**src/rtl/gate_sweep_ctrl_if.sv**
```systemverilog
// Bundles the control-side and gate-side signals of gate_sweep_ctrl.
// err_cnt exists only when GATE_SWEEP_ERRCNT_EN is defined.
interface gate_sweep_ctrl_if #(
    parameter int unsigned CNT_W = 8
);
    logic       start;
    logic       p;
    logic       a;
    logic       b;
    logic       busy;
    logic       done;
    logic       pass;
    logic [3:0] tt;
`ifdef GATE_SWEEP_ERRCNT_EN
    logic [CNT_W-1:0] err_cnt;
`endif

    // A zero-width failure counter is meaningless.
    if (CNT_W < 1) begin : g_cnt_w_check
        $error("gate_sweep_ctrl_if: CNT_W must be at least 1");
    end

    modport slave (
        input  start, p,
        output a, b, busy, done, pass, tt
`ifdef GATE_SWEEP_ERRCNT_EN
        , output err_cnt
`endif
    );

    modport master (
        output start, p,
        input  a, b, busy, done, pass, tt
`ifdef GATE_SWEEP_ERRCNT_EN
        , input err_cnt
`endif
    );
endinterface

```
**src/rtl/gate_sweep_ctrl.sv**
```systemverilog
// Sweeps a 2-input gate through 00/01/10/11, samples P after each dwell and checks the truth table.
// Optional saturating failed-sweep counter enabled by GATE_SWEEP_ERRCNT_EN.
module gate_sweep_ctrl #(
    parameter int unsigned DWELL  = 4,
    parameter logic [3:0]  EXPECT = 4'b0110,
    parameter int unsigned CNT_W  = 8
) (
    input  logic             clk,
    input  logic             rst_n,
    gate_sweep_ctrl_if.slave bus
);
    localparam int unsigned DW_W = $clog2(DWELL + 1);

    // A zero dwell would never sample P.
    if (DWELL < 1 || CNT_W < 1) begin : g_param_check
        $error("gate_sweep_ctrl: DWELL and CNT_W must be at least 1");
    end

    typedef enum logic [1:0] {
        IDLE  = 2'd0,
        DRIVE = 2'd1,
        CHECK = 2'd2
    } state_t;

    state_t          state;
    logic [1:0]      vec;
    logic [DW_W-1:0] cnt;
    logic            a_q;
    logic            b_q;
    logic            busy_q;
    logic            done_q;
    logic            pass_q;
    logic [3:0]      tt_q;
`ifdef GATE_SWEEP_ERRCNT_EN
    logic [CNT_W-1:0] err_q;
`endif

    // Sequencer: state, vector/dwell counters and all registered outputs.
    always_ff @(posedge clk or negedge rst_n) begin
        if (!rst_n) begin
            state  <= IDLE;
            vec    <= 2'd0;
            cnt    <= '0;
            a_q    <= 1'b0;
            b_q    <= 1'b0;
            busy_q <= 1'b0;
            done_q <= 1'b0;
            pass_q <= 1'b0;
            tt_q   <= 4'b0000;
`ifdef GATE_SWEEP_ERRCNT_EN
            err_q  <= '0;
`endif
        end else begin
            done_q <= 1'b0;
            case (state)
                IDLE: begin
                    if (bus.start) begin
                        state  <= DRIVE;
                        vec    <= 2'd0;
                        cnt    <= '0;
                        tt_q   <= 4'b0000;
                        pass_q <= 1'b0;
                        busy_q <= 1'b1;
                        a_q    <= 1'b0;
                        b_q    <= 1'b0;
                    end
                end
                DRIVE: begin
                    if (cnt == DW_W'(DWELL - 1)) begin
                        tt_q[vec] <= bus.p;
                        cnt       <= '0;
                        if (vec == 2'd3) begin
                            state <= CHECK;
                            a_q   <= 1'b0;
                            b_q   <= 1'b0;
                        end else begin
                            vec          <= vec + 2'd1;
                            {a_q, b_q}   <= vec + 2'd1;
                        end
                    end else begin
                        cnt <= cnt + DW_W'(1);
                    end
                end
                CHECK: begin
                    state  <= IDLE;
                    busy_q <= 1'b0;
                    done_q <= 1'b1;
                    pass_q <= (tt_q == EXPECT);
`ifdef GATE_SWEEP_ERRCNT_EN
                    if ((tt_q != EXPECT) && (err_q != {CNT_W{1'b1}})) begin
                        err_q <= err_q + CNT_W'(1);
                    end
`endif
                end
                default: begin
                    state <= IDLE;
                end
            endcase
        end
    end

    assign bus.a    = a_q;
    assign bus.b    = b_q;
    assign bus.busy = busy_q;
    assign bus.done = done_q;
    assign bus.pass = pass_q;
    assign bus.tt   = tt_q;
`ifdef GATE_SWEEP_ERRCNT_EN
    assign bus.err_cnt = err_q;
`endif
endmodule
```
**src/flat_wrapper.sv**
```systemverilog
// flat-port wrapper written by rule: the top's interface ports become plain ports
module gate_sweep_ctrl_flat 
#(
    parameter int unsigned DWELL  = 4,
    parameter logic [3:0]  EXPECT = 4'b0110,
    parameter int unsigned CNT_W  = 8
)
  (clk, rst_n, bus_start, bus_p, bus_a, bus_b, bus_busy, bus_done, bus_pass, bus_tt);
  gate_sweep_ctrl_if #(.CNT_W(CNT_W)) bus_i ();
  input  logic clk;
  input  logic rst_n;
  input wire logic [$bits(bus_i.start)-1:0] bus_start;
  input wire logic [$bits(bus_i.p)-1:0] bus_p;
  output wire logic [$bits(bus_i.a)-1:0] bus_a;
  output wire logic [$bits(bus_i.b)-1:0] bus_b;
  output wire logic [$bits(bus_i.busy)-1:0] bus_busy;
  output wire logic [$bits(bus_i.done)-1:0] bus_done;
  output wire logic [$bits(bus_i.pass)-1:0] bus_pass;
  output wire logic [$bits(bus_i.tt)-1:0] bus_tt;
  assign bus_i.start = bus_start;
  assign bus_i.p = bus_p;
  assign bus_a = bus_i.a;
  assign bus_b = bus_i.b;
  assign bus_busy = bus_i.busy;
  assign bus_done = bus_i.done;
  assign bus_pass = bus_i.pass;
  assign bus_tt = bus_i.tt;
  gate_sweep_ctrl #(.DWELL(DWELL), .EXPECT(EXPECT), .CNT_W(CNT_W)) u_core (.clk(clk), .rst_n(rst_n), .bus(bus_i));
endmodule
```
**config.mk**
```make
export PLATFORM = sky130hd
export DESIGN_NAME = gate_sweep_ctrl_flat
export DESIGN_NICKNAME = d
export VERILOG_FILES = /design/src/rtl/gate_sweep_ctrl_if.sv /design/src/rtl/gate_sweep_ctrl.sv /design/src/flat_wrapper.sv
export SDC_FILE = /design/constraint.sdc
export NUM_CORES = 1
export LEC_CHECK = 0
export CAP_MARGIN = 0
export CELL_PAD_IN_SITES_DETAIL_PLACEMENT = 2
export CELL_PAD_IN_SITES_GLOBAL_PLACEMENT = 2
export CORE_UTILIZATION = 31
export CTS_CLUSTER_SIZE = 30
export DETAILED_ROUTE_END_ITERATION = 10
export PLACE_DENSITY = 0.84
export SLEW_MARGIN = 40
export SYNTH_ARGS = -nofsm -noshare
export SYNTH_HDL_FRONTEND = slang
export SYNTH_SLANG_ARGS = --single-unit
```
**constraint.sdc**
```tcl
create_clock -name clk -period 1.4 [get_ports clk]
set_clock_uncertainty 0.1 [all_clocks]
set_input_delay 0.42 -clock clk [delete_from_list [all_inputs] [get_ports clk]]
set_output_delay 0.42 -clock clk [all_outputs]
set_load 0.1 [all_outputs]
```
==> flow_summary.yaml <==
synthesis:
  post_synth_fa_ha_maj_area_fraction_pct: 8.93
  synth_warnings: 0
  post_synth_main_area_contributors: "sky130_fd_sc_hd__dfrtp_1 48%, sky130_fd_sc_hd__ha_1 8.9%, sky130_fd_sc_hd__o221ai_1 4.2%"
  synthSimpleGateAreaFrac_pct: 15.9
  synth.net_count: 80
  postSynthCellCount: 70
  synth.avg_cell_area_sq_um: 12.0
  ys_seq_elements: 16
  synthDistinctLibCells: 30
  synth_top_area_share_pct: 47.6
  synth_mux_area_share_pct: 2.98
  area_fraction_in_compound_gates_after_synthesis_pct: 19.6
  synth_top_cell_by_area: "sky130_fd_sc_hd__dfrtp_1"
  portion_of_the_post_synthesis_area_used_by_sequential_elements_pct: 47.6
  syn_area_sq_um: 841
  synth_xor_xnor_area_share_pct: 0
  synth_top_family_by_area: "compound AO/OA/AOI/OAI gates"
flow_run:
  maxCapViolations: 0
timing:
  slew_of_the_pin_with_the_lowest_slew_margin_ps: 361
  timing.slew.headroom_pct: 75.6
  max_clock_freq_ghz: 0.681
  fin_crit_sh_pct: 105
  setup_violations: 15
  rsz0062_at_grt: "yes"
  final.min_clock_period_ps: 1470
  worst_slack_ps: -68.2
  maxSlewViolCount: 0
  hold_viol_final: 0
clocking:
  cts_made_buffers: 3
  cts_tree: "built"
  clk_pin_slew_worst_paths_ps: 110
  cts_htree_levels: 1
  count_of_clock_tree_sinks: 16
  cts_root_buffer: "sky130_fd_sc_hd__clkbuf_4"
  worst_skew_pair.late_latency_ps: 290
  cts_buffer_depth: 2
power:
  power.leakage_nw: 0.624
  power.switching_mw: 1.67
  comb_power_share_pct: 69.3
  power.share.sequential_pct: 23.2
  switching_share_pct: 46.8
  peakVddDrop_mv: 1.72
  finalPower_mw: 3.56
  clockPowerShare_pct: 7.5
  internal_cell_power_mw: 1.90
  pwr_density_cell_nw_per_um2: 2640
drt:
  drc_errors: 0
  route.met2.wl_microns: 1360
  route.met3.wl_microns: 72
  avgRoutedWirePerCell_microns: 18.1
  topRoutingLayerUsed: "met4"
  drt-vias-per-instance: 5.21
  drt-total-wl_microns: 2480
  count_of_routing_violations_after_the_opening_detailed_route_iteration: 4
  wl_met1_microns: 1030
  drt-pass1-iter-count: 4
  via_count: 714
  drt.antenna.violating_nets: 0
placement:
  gpl.final_weighted_congestion: 0.809
  worst_setup_timing_slack_at_the_placement_stage_ps: -352
  detailedPlacementHpwl_microns: 1830
  port_buffers: 12
setup_path:
  crit_family: "flip-flops"
  timing.critical_path.slowest_stage_cell: "sky130_fd_sc_hd__dfrtp_1"
  cp_data_arrival_time_ps: 1560
  timing.critical_path.cells: "ha_2 > and3b_4 > buf_12 > o221ai_1 > a32o_1"
  critPathRequiredTime_ps: 1490
  worstSetupEndpointType: "flop"
  crit_type: "flop to flop"
  critPathBufInv: 1
  crit_path_start_kind: "flop"
  timing.critical_path.fanout_max: 4
  critical_path.max_stage_delay_ps: 370
global_route:
  grt_max_degree: 17
  grt_overflow: 0
  first_global_vias: 808
  grt_use_total_pct: 19.7
  grt_pass1_wl_microns: 3990
  grt_antenna_before_repair: 0
die:
  io-pin-count: 13
  start_util_pct: 33.3
  die_h_microns: 54.1
  fp.dieArea_sq_um: 2920
  floorplan.core_area_sq_um: 2520
  std_cell_rows: 18
  chipWidth_microns: 54.1
final_layout:
  sequential_cell_area_sq_um: 412
  final_net_count: 118
  antenna_cells_inserted: 0
  num-fill-cells: 246
  layout-area-overhead-vs-synth_pct: 60.6
  post-route-util_pct: 53.5
  multi_input_area_sq_um: 458
  final_layout_size_suffix_gt1_share_pct: 58.9
status:
  outcome: "finished with violations"
  failed_checks: "negative setup slack"
min_path:
  path_category_of_the_worst_min_delay_check: "input pin to asynchronous set/reset pin"
synthesized netlist by cell type:
cell type	count
sky130_fd_sc_hd__dfrtp_1	16
sky130_fd_sc_hd__ha_1	6
sky130_fd_sc_hd__inv_1	5
sky130_fd_sc_hd__nand2_1	4
sky130_fd_sc_hd__o221ai_1	4
sky130_fd_sc_hd__a22o_1	3
sky130_fd_sc_hd__a32o_1	3
sky130_fd_sc_hd__nor2_1	3
sky130_fd_sc_hd__and2b_4	2
sky130_fd_sc_hd__and3_1	2
sky130_fd_sc_hd__buf_6	2
sky130_fd_sc_hd__nand3_1	2
sky130_fd_sc_hd__a21oi_1	1
sky130_fd_sc_hd__a31oi_1	1
sky130_fd_sc_hd__and2_1	1
sky130_fd_sc_hd__and2b_2	1
sky130_fd_sc_hd__and3b_4	1
sky130_fd_sc_hd__mux2_4	1
sky130_fd_sc_hd__mux2i_1	1
sky130_fd_sc_hd__nor2b_1	1
sky130_fd_sc_hd__nor3_1	1
sky130_fd_sc_hd__nor4bb_1	1
sky130_fd_sc_hd__o211ai_1	1
sky130_fd_sc_hd__o21a_1	1
sky130_fd_sc_hd__o21ai_4	1
sky130_fd_sc_hd__o21bai_1	1
sky130_fd_sc_hd__o311ai_2	1
sky130_fd_sc_hd__o31ai_1	1
sky130_fd_sc_hd__or2b_1	1
sky130_fd_sc_hd__or3b_1	1
kinds of logic (layout without fill, tap and decap cells):
group	after synthesis	count (layout)
and+or+nand+nor	21	21
muxes	2	2
adders and majority gates	6	6
buffers and inverters	7	44
AOI/OAI and AO/OA	18	18
DFF	16	16
final timing paths:
check,startpoint,depth (start not counted),end,slack [ps]
max,u_core.cnt[0],5,u_core.bus.tt[0],-70
max reg2reg,u_core.cnt[0],5,u_core.bus.tt[0],-70
min reg2reg,u_core.cnt[1],1,u_core.cnt[1],430
min,rst_n,2,u_core.bus.done,340
min in group clk,u_core.cnt[1],1,u_core.cnt[1],430
max in group asynchronous,rst_n,2,u_core.vec[0],630
cells in the final DEF, fill, tap and decap left out, types with 2 or more instances in the layout:
master	n
sky130_fd_sc_hd__inv_1	5
sky130_fd_sc_hd__clkdlybuf4s50_1	2
sky130_fd_sc_hd__nand2_1	4
sky130_fd_sc_hd__ha_1	3
sky130_fd_sc_hd__dfrtp_2	9
sky130_fd_sc_hd__and2b_4	2
sky130_fd_sc_hd__o221ai_2	3
sky130_fd_sc_hd__ha_2	2
sky130_fd_sc_hd__buf_12	10
sky130_fd_sc_hd__nor2_1	3
sky130_fd_sc_hd__buf_4	22
sky130_fd_sc_hd__dfrtp_1	7
sky130_fd_sc_hd__nand3_2	2
sky130_fd_sc_hd__and3_1	2
sky130_fd_sc_hd__clkbuf_4	3
sky130_fd_sc_hd__a22o_1	3
sky130_fd_sc_hd__a32o_1	2
routing by layer:
metal | global-route usage (%) | up-vias
met5 | 0 | -
met2 | 37.2 | 15
met3 | 5.08 | 2
met1 | 21.4 | 363
met4 | 5.56 | 0
li1 | - | 334
metrics by stage:
| step | std cells | hold slack, ps | area, sq um | TNS [ps] |
|---|---|---|---|---|
| after global routing | 137 | 347 | 1350 | -1320 |
| after global placement | 127 | 392 | 1240 | -3050 |
| after floorplan | 70 | 24.4 | 875 | -53.8 |
| final | 137 | 344 | 1350 | -488 |
| after detailed placement | 127 | 413 | 1240 | -3600 |
| after CTS | 136 | 353 | 1320 | -616 |
sequential cells by signal (all words and copies together) (netlist names):
name and flops:
u_core.state 2, u_core.vec 2, u_core.bus.done 1, u_core.bus.tt 4, u_core.cnt 3, u_core.bus.a 1
u_core.bus.b 1, u_core.bus.pass 1, u_core.bus.busy 1
power by group through the flow:
stage | Sequential, mW | Combinational, mW | Clock (mW)
4_1_cts | 0.830 | 2.43 | 0.278
5_1_grt | 0.852 | 2.62 | 0.302
3_5_place_dp | 0.855 | 2.28 | 0
3_3_place_gp | 0.837 | 2.18 | 0
6_report | 0.827 | 2.47 | 0.267
2_1_floorplan | 1.42 | 0.739 | 0
what timing repair did:
| item | 4_1_cts | 5_1_grt |
|---|---|---|
| endpoints found under the setup margin | 17 | 22 |
| resized for setup | 5 | 4 |
| pin swaps | 3 | 6 |
| hold buffers | 0 | 0 |
| buffers inserted | 5 | 1 |
| gates cloned | 0 | 0 |
cell type report:
class | count | area share [%]
inverters | 5 | 1.39
clock buffers | 4 | 1.95
well taps | 30 | 2.78
repair buffers | 35 | 29.5
multi-input cells | 47 | 33.9
flip-flops and latches | 16 | 30.5
(Power assumes the default switching activity.)
==> RTL edit 1: new RTL, config.mk and constraints unchanged <==
The 3 states of `state_t` get a one-hot encoding in 3 bits.
--- a/src/rtl/gate_sweep_ctrl.sv
+++ b/src/rtl/gate_sweep_ctrl.sv
@@ -16,10 +16,10 @@
         $error("gate_sweep_ctrl: DWELL and CNT_W must be at least 1");
     end
 
-    typedef enum logic [1:0] {
-        IDLE  = 2'd0,
-        DRIVE = 2'd1,
-        CHECK = 2'd2
+    typedef enum logic [2:0] {
+        IDLE  = 3'b001,
+        DRIVE = 3'b010,
+        CHECK = 3'b100
     } state_t;
 
     state_t          state;
Behaviour: no difference found for any inputs over 10 cycles, from zero or initial values and one cycle with rst_n low; not proved beyond that.
==> RTL edit 1 against the unedited design <==
  * The run still ends with setup timing left
  * Routed wire length grew 77%
  * Area after synthesis grew 6.4%
  * Final area grew 13%
  * Sequential cell count grew 1
  * Hold slack lost 0.0034 ns
  * Count of clock-buffer cells in the layout is the same
  * Synthesized cell count grew 11%
  * Setup slack lost 0.19 ns
  * Critical path type unchanged
  * Highest routed layer unchanged
Power is not compared: it rests on default switching activity, and its combinational part moved more than twofold at a synthesized area within 25%.
==> RTL edit 1: results (changes against the unedited design) <==
#FFs+latches synth=17 (+1); failing checks=setup timing; RR Startpoint=u_core.state[0]$_DFFE_PN1P_; Seq/Total Area, Yosys=47.7% (+0.073 points); Worst EP arrival=1.74 ns (+0.18 ns); drt wl/cell=28.6 microns (+58%); cells on worst reg2reg path=3 (-2); post-synthesis net count=88 (+10%); outcome=complete, but fails checks; worst skew pair latency=0.31 ns (+0.02 ns); vias in the first global route=1000 (+24%); Unique masters post-synth=29 (-3.3%); Critical Path Fanout Max=6 (+2); first-pass GRT wire length=6080 microns (+52%); number of vias per cell=5.62 (+7.9%); pin count of the biggest net entering global routing=18 (+1); layout cells sized above 1=60.7% (+1.8 points); WHS=0.341 ns (-0.00343 ns); DRT iter0 DRCs=26 (+22); final setup margin=-0.259 ns (-0.191 ns); top cells by area, synth=dfrtp_1 45%, ha_1 8.4%, nor3b_2 5.6%, a221o_1 4.5%, a21o_1 3.4%; Fillers=240 (-2.4%); reg2reg end=u_core.bus.tt[1]$_DFFE_PN0P_; NumNets Final=133 (+13%); final setup vio count=22 (+7); Tightest Pin Transition=0.545 ns (+0.183 ns); DP HPWL=2330 microns (+27%); Cell Area, Placed=0.00128 sq mm (+3.6%)
## RTL edit 1: cell types whose count changed in the layout (fill, tap and decap cells not counted), sizes merged, moves of 3 or more
cell,before,now
o221ai,4,0
a221o,0,4
nor3b,0,7
a21o,0,4
and2b,3,0
buf,32,40
nand2b,0,3
a32o,3,0
## RTL edit 1: through the flow
step           cells  setup TNS [ns]  setup WS, ns  util (%)
3_3_place_gp     135           -4.34        -0.446      47.0
3_5_place_dp     135           -5.30        -0.543      47.0
5_1_grt          153           -3.58        -0.304      55.9
6_report         153           -2.59        -0.259      55.9
2_1_floorplan     78          -0.702        -0.124         -
4_1_cts          151           -1.82        -0.205      53.9
## RTL edit 1: final cells by class
type	count	area, sq um	area share, %
repair buffers	43	470	30.8
inverters	3	11.3	0.736
clock buffers	4	26.3	1.72
flip-flops and latches	17	439	28.7
well taps	31	38.8	2.54
multi-input cells	55	543	35.5
## RTL edit 1: power breakdown
group | switching, mW | total, mW | internal (mW)
combinational | 0.609 | 1.19 | 0.584
sequential | 0.117 | 0.701 | 0.585
clock | 0.174 | 0.286 | 0.111
## RTL edit 1: critical path: stages (launching register included)
cell,delay [ns]
dfstp_2,0.61
nand3b_1,0.14
a21o_2,0.28
a221o_1,0.40
## RTL edit 1: how the worst max path moves through the flow
stage	from	to	slack (ns)	depth (start not counted)
after CTS	u_core.cnt[0]$_DFFE_PN0P_	u_core.bus.tt[1]$_DFFE_PN0P_	-0.21	4
after detailed placement	bus_start	u_core.bus.tt[1]$_DFFE_PN0P_	-0.54	4
final	u_core.state[0]$_DFFE_PN1P_	u_core.bus.tt[1]$_DFFE_PN0P_	-0.26	3
after floorplan	u_core.state[0]$_DFFE_PN1P_	u_core.bus.tt[0]$_DFFE_PN0P_	-0.12	4
after global routing	u_core.state[0]$_DFFE_PN1P_	u_core.bus.tt[1]$_DFFE_PN0P_	-0.30	3
after global placement	bus_start	u_core.bus.tt[0]$_DFFE_PN0P_	-0.45	4
## RTL edit 1: logic make-up (layout without fill, tap and decap cells)
| logic type | after synthesis | in the layout | share of synthesized area [%] |
|---|---|---|---|
| and+or+nand+nor | 30 | 30 | 23.6 |
| AOI/OAI and AO/OA | 17 | 17 | 15.0 |
| DFF | 17 | 17 | 47.7 |
| adders and majority gates | 6 | 6 | 8.39 |
| buffers and inverters | 6 | 50 | 2.94 |
| muxes | 2 | 2 | 2.38 |
## RTL edit 1: routing by layer
layer	global-route usage, %	vias up	wire length [microns]	share of wire (%)
met4	16.4	0	191	4.4
met2	47.5	35	2280	52
met5	0	-	0	0
met3	6.05	16	160	3.7
met1	31.8	438	1750	40
li1	-	371	-	-
## RTL edit 1: repair_timing
item / in CTS / in global routing
endpoints found under the setup margin: 21 / 24
gates resized for setup: 13 / 10
buffers inserted: 13 / 4
pin swaps: 7 / 6
==> RTL edit 2: new RTL, config.mk and constraints unchanged <==
Without the edit above. `DWELL` is set to 4 in 2 places; all go to 16.
--- a/src/rtl/gate_sweep_ctrl.sv
+++ b/src/rtl/gate_sweep_ctrl.sv
@@ -1,7 +1,7 @@
 // Sweeps a 2-input gate through 00/01/10/11, samples P after each dwell and checks the truth table.
 // Optional saturating failed-sweep counter enabled by GATE_SWEEP_ERRCNT_EN.
 module gate_sweep_ctrl #(
-    parameter int unsigned DWELL  = 4,
+    parameter int unsigned DWELL  = 16,
     parameter logic [3:0]  EXPECT = 4'b0110,
     parameter int unsigned CNT_W  = 8
 ) (
--- a/src/flat_wrapper.sv
+++ b/src/flat_wrapper.sv
@@ -1,7 +1,7 @@
 // flat-port wrapper written by rule: the top's interface ports become plain ports
 module gate_sweep_ctrl_flat 
 #(
-    parameter int unsigned DWELL  = 4,
+    parameter int unsigned DWELL  = 16,
     parameter logic [3:0]  EXPECT = 4'b0110,
     parameter int unsigned CNT_W  = 8
 )
Formal check against the unedited RTL: not equivalent (a bounded check fails within 10 cycles, from zero or initial values and one cycle with rst_n low).
==> RTL edit 2 against the unedited design <==
  * The flow still finishes with violations (setup timing)
  * Total power is 2.5% lower
  * Setup slack worse by 0.021 ns
  * Routed wire length is 39% higher
  * First-iteration DRC count grew to 5.5 times the old value
  * Maximum frequency is 1.4% lower
  * Area after synthesis is 10% higher
  * Final area is 9.1% higher
  * Via count is 22% higher
  * Combinational power is 13% lower
  * Count of clock-buffer cells in the layout stayed put
  * Sequential share of layout area is 1.2 points higher
  * Sequential cell count is 2 higher
==> RTL edit 2: results (changes against the unedited design) <==
Setup crit start=u_core.bus.tt[0]$_DFFE_PN0P_; met1 Use GR=30.0% (+8.6 points); Synth top area share=48.5% (+0.90 points); list of most frequent post-synthesis cells=18 x dfrtp_1, 11 x nand3_1, 6 x nand2_1, 6 x nand4_1; DP Worst Slack=-0.460 ns (-0.108 ns); final setup margin=-0.0890 ns (-0.0208 ns); Switching Fraction=48.3% (+1.5 points); Critical Path Max Stage Delay=0.47 ns (+0.10 ns); pin count of the biggest net entering global routing=19 (+2); count of input and output buffers=12 (unchanged); M1 WL=1540 microns (+49%); failing checks=setup timing; Clock Tree Root=clkbuf_4; setup tns final=-0.965 ns (-0.477 ns); top cells by area, synth=dfrtp_1 49%, ha_1 6.7%, nand3_1 5.9%, nand4_1 4.0%, o211ai_1 4.0%; number of vias per cell=5.59 (+7.3%); WL met3=78 microns (+8.3%); HP Class=input pin to asynchronous set/reset pin; Unique masters post-synth=30 (unchanged); Comb pwr share=62.0% (-7.3 points); Lkg Pwr=0.629 nW (+0.77%); post-synthesis net count=99 (+24%); Critical Path Fanout Max=3 (-1); Slew headroom=75.3% (-0.25 points); RR Startpoint=u_core.cnt[1]$_DFFE_PN0P_; layout cells sized above 1=51.2% (-7.7 points); Post-Place Cells=142 (+12%); post-cts sizing count=17 (+12); Worst EP arrival=0.97 ns (-0.59 ns); Final GP Congestion=0.848 (+4.9%); max reg flops=5 (+1); GR Layer Usage met2=41.5% (+4.3 points); GRT Overall Usage=23.5% (+3.8 points); final setup vio count=17 (+2); M3 GR Usage=3.69% (-1.4 points); worst skew pair latency=0.32 ns (+0.03 ns); outcome=complete, but fails checks; Cell Area, Placed=0.00128 sq mm (+3.6%); DRT iter0 DRCs=22 (+18); metal2 WL=1790 microns (+32%); drt total wl=3440 microns (+39%); routed vias=872 (+22%); Clk power=361 uW (+35%); Seq/Total Area, Yosys=48.5% (+0.90 points); total setup buffers inserted after CTS=9 (+4); pwr dens=2360 mW/mm^2 (-11%); DP HPWL=2180 microns (+19%); first-pass GRT wire length=5620 microns (+41%); Mapped Avg Cell Area=10.3 sq um (-14%); Worst VDD drop=1.57 mV (-8.9%); vias in the first global route=1000 (+24%); Slowest cell on crit path=dfrtp_2
==> RTL edit 2: cells by family after synthesis <==
kind of cell,after synthesis,synth area share [%]
AOI/OAI and AO/OA,14,10.4
xor gates and xnor gates,1,0.944
adders and majority gates,5,6.74
buffers and inverters,8,4.45
DFF,18,48.5
and+or+nand+nor,44,29.0
==> RTL edit 2: worst paths after layout <==
check	slack [ns]	endpoint	cells after the start
worst max-delay path	-0.09	bus_tt[0]	1
worst min-delay path	0.32	u_core.bus.tt[3]$_DFFE_PN0P_	2
worst max register to register	-0.08	u_core.bus.tt[0]$_DFFE_PN0P_	5
worst min register to register	0.45	u_core.cnt[4]$_DFFE_PN0P_	1
max in group asynchronous	0.73	u_core.vec[1]$_DFFE_PN0P_	2
min in group clk	0.44	u_core.bus.busy$_DFFE_PN0P_	3
==> RTL edit 2: area by class of cell <==
cell class                 count  area, sq um
fill                         272         1330
multi-input combinational     65          526
sequential                    18          467
timing repair buffer          34          390
tap                           31         38.8
clock buffer                   4         36.3
inverter                       4         15.0
